==> config.mk <==
export PLATFORM = sky130hd
export DESIGN_NAME = tlb_ctrl
export DESIGN_NICKNAME = d
export VERILOG_FILES = /design/src/rtl/tlb_pkg.sv /design/src/rtl/tlb_random.sv /design/src/rtl/tlb_ctrl.sv
export SDC_FILE = /design/constraint.sdc
export NUM_CORES = 1
export LEC_CHECK = 0
export ABC_AREA = 0
export BUFFER_PORTS_ARGS = -buffer_cell sky130_fd_sc_hd__buf_2
export CAP_MARGIN = 15
export CORE_AREA = 8 8 164 166
export DETAILED_ROUTE_END_ITERATION = 16
export DIE_AREA = 0 0 172 174
export HOLD_SLACK_MARGIN = 0.12
export SLEW_MARGIN = 20
export SYNTH_ARGS = -nofsm -noshare
export SYNTH_HDL_FRONTEND = slang
export SYNTH_SLANG_ARGS = --single-unit
export TNS_END_PERCENT = 30
==> constraint.sdc <==
create_clock -name clk -period 3.25 [get_ports clk]
set_clock_uncertainty 0.05 [all_clocks]
set_input_delay 0.325 -clock clk [delete_from_list [all_inputs] [get_ports clk]]
set_output_delay 0.325 -clock clk [all_outputs]
set_load 0.05 [all_outputs]
==> src/rtl/tlb_pkg.sv <==
// Shared types and constants for the TLB instruction sequencer.
// Imported by tlb_random and tlb_ctrl.
package tlb_pkg;

    localparam int TLB_ENTRIES = 16;
    localparam int TLB_IW      = $clog2(TLB_ENTRIES);

    typedef enum logic [1:0] {
        TLBP  = 2'd0,
        TLBR  = 2'd1,
        TLBWI = 2'd2,
        TLBWR = 2'd3
    } tlb_op_e;

    typedef enum logic [1:0] {
        S_IDLE = 2'd0,
        S_EXEC = 2'd1,
        S_RESP = 2'd2
    } tlbctrl_state_e;

    typedef struct packed {
        logic [19:0] pfn;
        logic [2:0]  c;
        logic        d;
        logic        v;
        logic        g;
    } tlb_lo_t;

endpackage

==> src/rtl/tlb_random.sv <==
// CP0 Random/Wired register pair.
// Random counts down each cycle and wraps to the top entry after Wired.
module tlb_random
    import tlb_pkg::*;
#(
    parameter int TLBNUM = TLB_ENTRIES,
    parameter int IW     = $clog2(TLBNUM)
) (
    input  logic          clk,
    input  logic          resetn,
    input  logic          wired_we,
    input  logic [IW-1:0] wired_wdata,
    output logic [IW-1:0] random_q,
    output logic [IW-1:0] wired_q
);

    localparam logic [IW-1:0] TOP = IW'(TLBNUM - 1);

    // Wired write restarts Random at the top; otherwise count down to Wired
    always_ff @(posedge clk or negedge resetn) begin
        if (!resetn) begin
            random_q <= TOP;
            wired_q  <= '0;
        end else if (wired_we) begin
            wired_q  <= wired_wdata;
            random_q <= TOP;
        end else if (random_q == wired_q) begin
            random_q <= TOP;
        end else begin
            random_q <= random_q - 1'b1;
        end
    end

endmodule

==> src/rtl/tlb_ctrl.sv <==
// TLBP/TLBR/TLBWI/TLBWR sequencer with search-port-1 arbitration.
// Owns Random/Wired through tlb_random.
module tlb_ctrl
    import tlb_pkg::*;
#(
    parameter int TLBNUM = TLB_ENTRIES,
    parameter int IW     = $clog2(TLBNUM)
) (
    input  logic          clk,
    input  logic          resetn,
    input  logic          op_valid,
    input  logic [1:0]    op_type,
    output logic          op_ready,
    output logic          op_done,
    input  logic [18:0]   ehi_vpn2,
    input  logic [7:0]    ehi_asid,
    input  logic [25:0]   elo0,
    input  logic [25:0]   elo1,
    input  logic [IW-1:0] cp0_index,
    input  logic          wired_we,
    input  logic [IW-1:0] wired_wdata,
    output logic [IW-1:0] random_q,
    output logic [IW-1:0] wired_q,
    input  logic [18:0]   dm_vpn2,
    input  logic [7:0]    dm_asid,
    output logic          dm_stall,
    output logic [18:0]   s1_vpn2,
    output logic [7:0]    s1_asid,
    input  logic          s1_found,
    input  logic [IW-1:0] s1_index,
    output logic          tlb_we,
    output logic [IW-1:0] tlb_w_index,
    output logic [18:0]   tlb_w_vpn2,
    output logic [7:0]    tlb_w_asid,
    output logic          tlb_w_g,
    output logic [19:0]   tlb_w_pfn0,
    output logic [2:0]    tlb_w_c0,
    output logic          tlb_w_d0,
    output logic          tlb_w_v0,
    output logic [19:0]   tlb_w_pfn1,
    output logic [2:0]    tlb_w_c1,
    output logic          tlb_w_d1,
    output logic          tlb_w_v1,
    output logic [IW-1:0] tlb_r_index,
    input  logic [18:0]   tlb_r_vpn2,
    input  logic [7:0]    tlb_r_asid,
    input  logic          tlb_r_g,
    input  logic [19:0]   tlb_r_pfn0,
    input  logic [2:0]    tlb_r_c0,
    input  logic          tlb_r_d0,
    input  logic          tlb_r_v0,
    input  logic [19:0]   tlb_r_pfn1,
    input  logic [2:0]    tlb_r_c1,
    input  logic          tlb_r_d1,
    input  logic          tlb_r_v1,
    output logic          cp0_index_we,
    output logic [31:0]   cp0_index_wdata,
    output logic          cp0_entry_we,
    output logic [18:0]   rd_vpn2,
    output logic [7:0]    rd_asid,
    output logic [25:0]   rd_elo0,
    output logic [25:0]   rd_elo1
);

    tlbctrl_state_e state;
    tlb_op_e        op_q;
    tlb_op_e        op_in;
    logic [IW-1:0]  rand_idx_q;
    logic           tlbp_exec;
    tlb_lo_t        lo0;
    tlb_lo_t        lo1;

    tlb_random #(
        .TLBNUM (TLBNUM),
        .IW     (IW)
    ) u_random (
        .clk         (clk),
        .resetn      (resetn),
        .wired_we    (wired_we),
        .wired_wdata (wired_wdata),
        .random_q    (random_q),
        .wired_q     (wired_q)
    );

    assign op_in     = tlb_op_e'(op_type);
    assign tlbp_exec = (state == S_EXEC) && (op_q == TLBP);

    // TLBP borrows port 1 for its EXEC cycle; data side owns it otherwise
    assign s1_vpn2 = tlbp_exec ? ehi_vpn2 : dm_vpn2;
    assign s1_asid = tlbp_exec ? ehi_asid : dm_asid;

    assign tlb_r_index = cp0_index;

    assign lo0 = elo0;
    assign lo1 = elo1;

    // TLBWR uses the Random value captured at acceptance
    assign tlb_w_index = (op_q == TLBWR) ? rand_idx_q : cp0_index;
    assign tlb_w_vpn2  = ehi_vpn2;
    assign tlb_w_asid  = ehi_asid;
    assign tlb_w_g     = lo0.g & lo1.g;
    assign tlb_w_pfn0  = lo0.pfn;
    assign tlb_w_c0    = lo0.c;
    assign tlb_w_d0    = lo0.d;
    assign tlb_w_v0    = lo0.v;
    assign tlb_w_pfn1  = lo1.pfn;
    assign tlb_w_c1    = lo1.c;
    assign tlb_w_d1    = lo1.d;
    assign tlb_w_v1    = lo1.v;

    // IDLE -> EXEC -> RESP sequencer with registered strobes and results
    always_ff @(posedge clk or negedge resetn) begin
        if (!resetn) begin
            state           <= S_IDLE;
            op_q            <= TLBP;
            rand_idx_q      <= '0;
            op_ready        <= 1'b1;
            op_done         <= 1'b0;
            tlb_we          <= 1'b0;
            dm_stall        <= 1'b0;
            cp0_index_we    <= 1'b0;
            cp0_entry_we    <= 1'b0;
            cp0_index_wdata <= '0;
            rd_vpn2         <= '0;
            rd_asid         <= '0;
            rd_elo0         <= '0;
            rd_elo1         <= '0;
        end else begin
            op_done      <= 1'b0;
            tlb_we       <= 1'b0;
            dm_stall     <= 1'b0;
            cp0_index_we <= 1'b0;
            cp0_entry_we <= 1'b0;
            unique case (state)
                S_IDLE: begin
                    if (op_valid && op_ready) begin
                        state      <= S_EXEC;
                        op_ready   <= 1'b0;
                        op_q       <= op_in;
                        rand_idx_q <= random_q;
                        tlb_we     <= (op_in == TLBWI) || (op_in == TLBWR);
                        dm_stall   <= (op_in == TLBP);
                    end
                end
                S_EXEC: begin
                    state   <= S_RESP;
                    op_done <= 1'b1;
                    unique case (op_q)
                        TLBP: begin
                            cp0_index_we <= 1'b1;
                            cp0_index_wdata <= s1_found
                                ? {{(32-IW){1'b0}}, s1_index}
                                : 32'h8000_0000;
                        end
                        TLBR: begin
                            cp0_entry_we <= 1'b1;
                            rd_vpn2 <= tlb_r_vpn2;
                            rd_asid <= tlb_r_asid;
                            rd_elo0 <= {tlb_r_pfn0, tlb_r_c0,
                                        tlb_r_d0, tlb_r_v0, tlb_r_g};
                            rd_elo1 <= {tlb_r_pfn1, tlb_r_c1,
                                        tlb_r_d1, tlb_r_v1, tlb_r_g};
                        end
                        default: ;
                    endcase
                end
                S_RESP: begin
                    state    <= S_IDLE;
                    op_ready <= 1'b1;
                end
                default: begin
                    state    <= S_IDLE;
                    op_ready <= 1'b1;
                end
            endcase
        end
    end

endmodule
=== After elaboration in Yosys (flattened, before gate mapping) ===
Index checks and enable logic that the tools add are counted.

* Equality and inequality tests: 7
* Bitwise operators: 2
* $add $sub $neg: 1
* Reduce and logical (&&, ||, !) cells: 10
* Muxes and demuxes: 19

{| class="wikitable"
|+ Operators with widths
! operator !! number
|-
| $mux W32 || 1
|-
| $mux W19 || 1
|-
| $mux W4 || 3
|-
| $mux W1 || 10
|-
| $mux W8 || 1
|-
| $reduce_and A2 Y1 || 4
|-
| $eq A2 B2 Y1 const B || 3
|-
| $logic_not A2 Y1 || 3
|-
| $eq A2 B1 Y1 const B || 2
|-
| $eq A4 B4 Y1 || 1
|-
| $pmux W2 S2 || 1
|-
| $sub A4 B1 Y4 const B || 1
|-
| $logic_and A1 B1 Y1 || 2
|-
| $mux W2 || 1
|-
| $ne A2 B2 Y1 const B || 1
|-
| $pmux W1 S2 || 1
|-
| $and A1 B1 Y1 || 1
|-
| $logic_or A1 B1 Y1 || 1
|-
| $not A1 Y1 || 1
|}

* Input port bits: 203
* Word-level logic and storage cells: 55
* Flip-flop bits (word level): 133
* Output and inout port bits: 238

=== Longest topological paths before layout ===
* Depth in word-level cells: 4
* Depth in mapped cells: 6
* Depth with buffers taken out: 4

=== Cells and area by module ===
A second synthesis with hierarchy kept.

* Cells, all modules: 387
* Area, all modules: 5,208.7 µm²

{| class="wikitable"
|+ By module, submodules not included
! module !! times used !! cells each !! sequential area each (µm²) !! area each (µm²)
|-
| tlb_ctrl || 1 || 360 || 2,428.6 || 4,849.7
|-
| tlb_random || 1 || 27 || 205.2 || 359.1
|}

=== Worst setup path after synthesis ===
OpenSTA, ideal clock, no wires.

* Path type: flip-flop to output port
* Start point: reg op_q[1]
* End point: out s1_vpn2[10]
* Buffers on the path: 2
* Slack: 1.232 ns
* Data required time: 2.875 ns
* Data arrival time: 1.643 ns
* Stages on the path, launching flop included: 7
* Cell sequence: dfrtp_1 or4b_1 buf_2 inv_2 buf_4 nand2_1 nand2_1

* Cells in the longest elaborated chain, start to end: 3

{| class="wikitable"
|+ Ends and longest elaborated chain
! item !! RTL line !! RTL
|-
| from (decl) || tlb_ctrl.sv:66 || <nowiki>tlb_op_e op_q;</nowiki>
|-
| from (signal assigned) || tlb_ctrl.sv:139 || <nowiki>op_q <= op_in;</nowiki>
|-
| $logic_not A2 Y1 || tlb_ctrl.sv:86 || <nowiki>assign tlbp_exec = (state == S_EXEC) && (op_q == TLBP);</nowiki>
|-
| $logic_and A1 B1 Y1 || tlb_ctrl.sv:86 ||
|-
| $mux W19 || tlb_ctrl.sv:89 || <nowiki>assign s1_vpn2 = tlbp_exec ? ehi_vpn2 : dm_vpn2;</nowiki>
|-
| to (decl) || tlb_ctrl.sv:27 || <nowiki>output logic [18:0] s1_vpn2,</nowiki>
|}

No other way between the ends.

=== Final worst setup path ===
* Start point: reg op_q[1]
* End point: out s1_vpn2[9]

Same word-level chain as after synthesis.

==> impl_metrics.toml <==
[power_and_ir_drop]
p_per_area_nw_per_um2 = 1100
p_leak_uw = 0.00356
ir_drop_mv = 0.527

[routing]
drt_iter0_drc = 148
num_vias = 3844
routed_wl_mm = 16.3
vias_per_cell = 3.79
routedWlPerCell_um = 16.1
dr.pass1.iters = 4
detail-route-antenna-nets = 0
drc = 0

[synth]
synth_commonest_cells = "buf_4, dfrtp_1, nand2_1, mux2_2, mux2_4"
synth.most_common_cell = "buf_4"
syn_inst = 446
syn_avg_cell_area_um2 = 11.7
netlist_area_um2 = 5200
synth_top_cell_by_area = "dfrtp_1"
async_flop_share = 1.00
synth_top_cells_by_area = "dfrtp_1, mux2_2, buf_4"
synth_edf_count = 0
synth_warnings = 0
ys.flop_type = "dfrtp_1"
synth_top_area_share = 0.481
ys_seq_area_frac = 0.506
ys_ff_latch = 105
synth_cell_types = 27

[worst_hold_path]
hold_class = "in -> reg"
min_path_cells = 2
holdCritStartpoint = "tlb_r_vpn2[5]"
worstHoldEndpoint = "rd_vpn2[5]"

[floorplan]
die_h_um = 174
io_pins = 441
start_util = 0.212
dieArea_um2 = 29900
die_w_um = 172
core_area_um2 = 24500
row_count = 58

[grt]
grt_pass1_vias = 4099
grt_usage = 0.104
grt_pass1_wl_mm = 24.0
grt_max_degree = 54
antenna_found_initial = 0
grt-ovfl-total = 0

[sta]
slew_headroom = 0.519
clock.fmax_ghz = 0.382
finalCriticalPeriod_ps = 2620
setup-tns-final_ps = 0
setup_viol = 0
final-hold-violation-count = 0
tightest_slew_ps = 721
setup_ws_ps = 634
rsz0062_at_grt = "no"
slew_violations = 0
fin_crit_sh = 0.805

[clock_network]
clock_sinks = 105
clk_path_buf_depth = 2
cts_tree = "done"
cts_resized = 0
htreeDepth = 3
cts_setup_buffers = 0
clkTransAtPathRegs_ps = 90
postCtsHoldBufs = 3
insertion_delay_ps = 350
cts_root_buffer = "clkbuf_16"
cts_buffers = 9

[outcome]
status = "finished clean"

[placed_design]
place_area_um2 = 6390
port_buffers = 313
hpwl_mm = 13.2
gp_congestion = 0.866
dp_slack_ps = 1010

[critical_path]
reg2reg_depth = 4
cp.required_ps = 2870
crit_type = "reg -> out"
worstSetupStartpoint = "op_q[1]"
start_kind = "flop"
crit_path_end_kind = "output port"
reg2reg_to = "rd_elo1[18]"
worstPathArrival_ps = 2240
crit_path_max_fanout = 32
reg2reg_from = "state[1]"
r2r_slack_ps = 1130

[cells_and_area]
nets = 882
final_cell_area_um2 = 6730
layout-drive-gt1-share = 0.634
num_antenna_cells = 0
syn_to_final_growth_pct = 29.3

[flow_run]
maxCapViolCount = 0
==> cells by family (layout without fill, tap and decap cells) <==
family,after synthesis,in the layout,share of synthesized area
AO/OA/AOI/OAI,2,2,0.00265
AND/OR/NAND/NOR,111,111,0.0876
flip-flops,105,105,0.506
multiplexers,92,92,0.206
other,1,27,0.000721
XOR/XNOR,6,6,0.0101
buffers and inverters,128,339,0.185
adder cells (fa/ha/maj),1,1,0.00241
==> layout by cell type, fill, tap and decap left out, types with 2 or more instances in the layout <==
cell	synthesis	routed
buf_4	117	3
nand2_1	96	96
conb_1	1	27
nor2_1	2	2
clkinv_4	0	2
dfstp_2	5	5
mux2_4	9	9
and2_1	2	2
clkbuf_16	0	9
inv_1	2	2
nand3_1	4	4
buf_12	1	2
xnor2_1	6	6
mux2_2	83	83
buf_2	1	312
inv_8	0	3
dlygate4sd3_1	0	3
dfrtp_1	100	100
==> worst max-delay path by stage <==
stage	to	cells past startpoint	slack (ps)
after floorplan	s1_vpn2[10]	6	1230
after global placement	s1_vpn2[9]	5	1060
after detailed placement	s1_vpn2[9]	5	1010
after CTS	s1_vpn2[9]	5	600
after global routing	s1_vpn2[9]	5	440
final	s1_vpn2[9]	5	630
==> per-layer routing <==
| layer | track usage | vias up | share of wire |
|---|---|---|---|
| li1 | - | 1775 | - |
| met1 | 0.113 | 1836 | 0.36 |
| met2 | 0.172 | 201 | 0.49 |
| met3 | 0.0529 | 32 | 0.13 |
| met4 | 0.0352 | 0 | 0.018 |
| met5 | 0 | - | 0 |
==> through the flow <==
| step | total power (uW) | utilization | instances | hold slack, ps |
|---|---|---|---|---|
| 2_1_floorplan | 5540 | - | 472 | -20.6 |
| 3_3_place_gp | 6310 | 0.261 | 994 | 383 |
| 3_5_place_dp | 6360 | 0.261 | 994 | 385 |
| 4_1_cts | 7520 | 0.274 | 1013 | 125 |
| 5_1_grt | 7760 | 0.274 | 1013 | 124 |
| 6_report | 7400 | 0.274 | 1013 | 147 |
==> flip-flops by register name, indices dropped and copies added, names as in the netlist, 2 cells and up <==
signal and count:
cp0_index_wdata 5, op_q 2, rand_idx_q 4, rd_asid 8
rd_elo0 26, rd_elo1 25, rd_vpn2 19, state 2
u_random.random_q 4, u_random.wired_q 4
==> area by class of cell <==
class	count	area [um2]
clock buffer	10	239
fill	2626	17800
inverter	3	11.3
sequential	105	2630
timing repair buffer	320	1650
tap	330	413
multi-input combinational	239	1710
clock inverter	6	67.6
==> worst max-delay path, stage by stage, from the launching register on <==
cell     delay, ps
dfrtp_1        410
or4b_1         560
inv_2          410
nand2_1        120
nand2_1        100
buf_2          270
==> report_power, final <==
group          leakage, uW  internal (uW)  total, uW  switching (uW)
clock network     0.000151            568       1120             551
logic              0.00213           1070       4120            3050
registers          0.00127           1880       2160             280
total              0.00356           3510       7400            3890
Power figures use the tool's default switching activity.
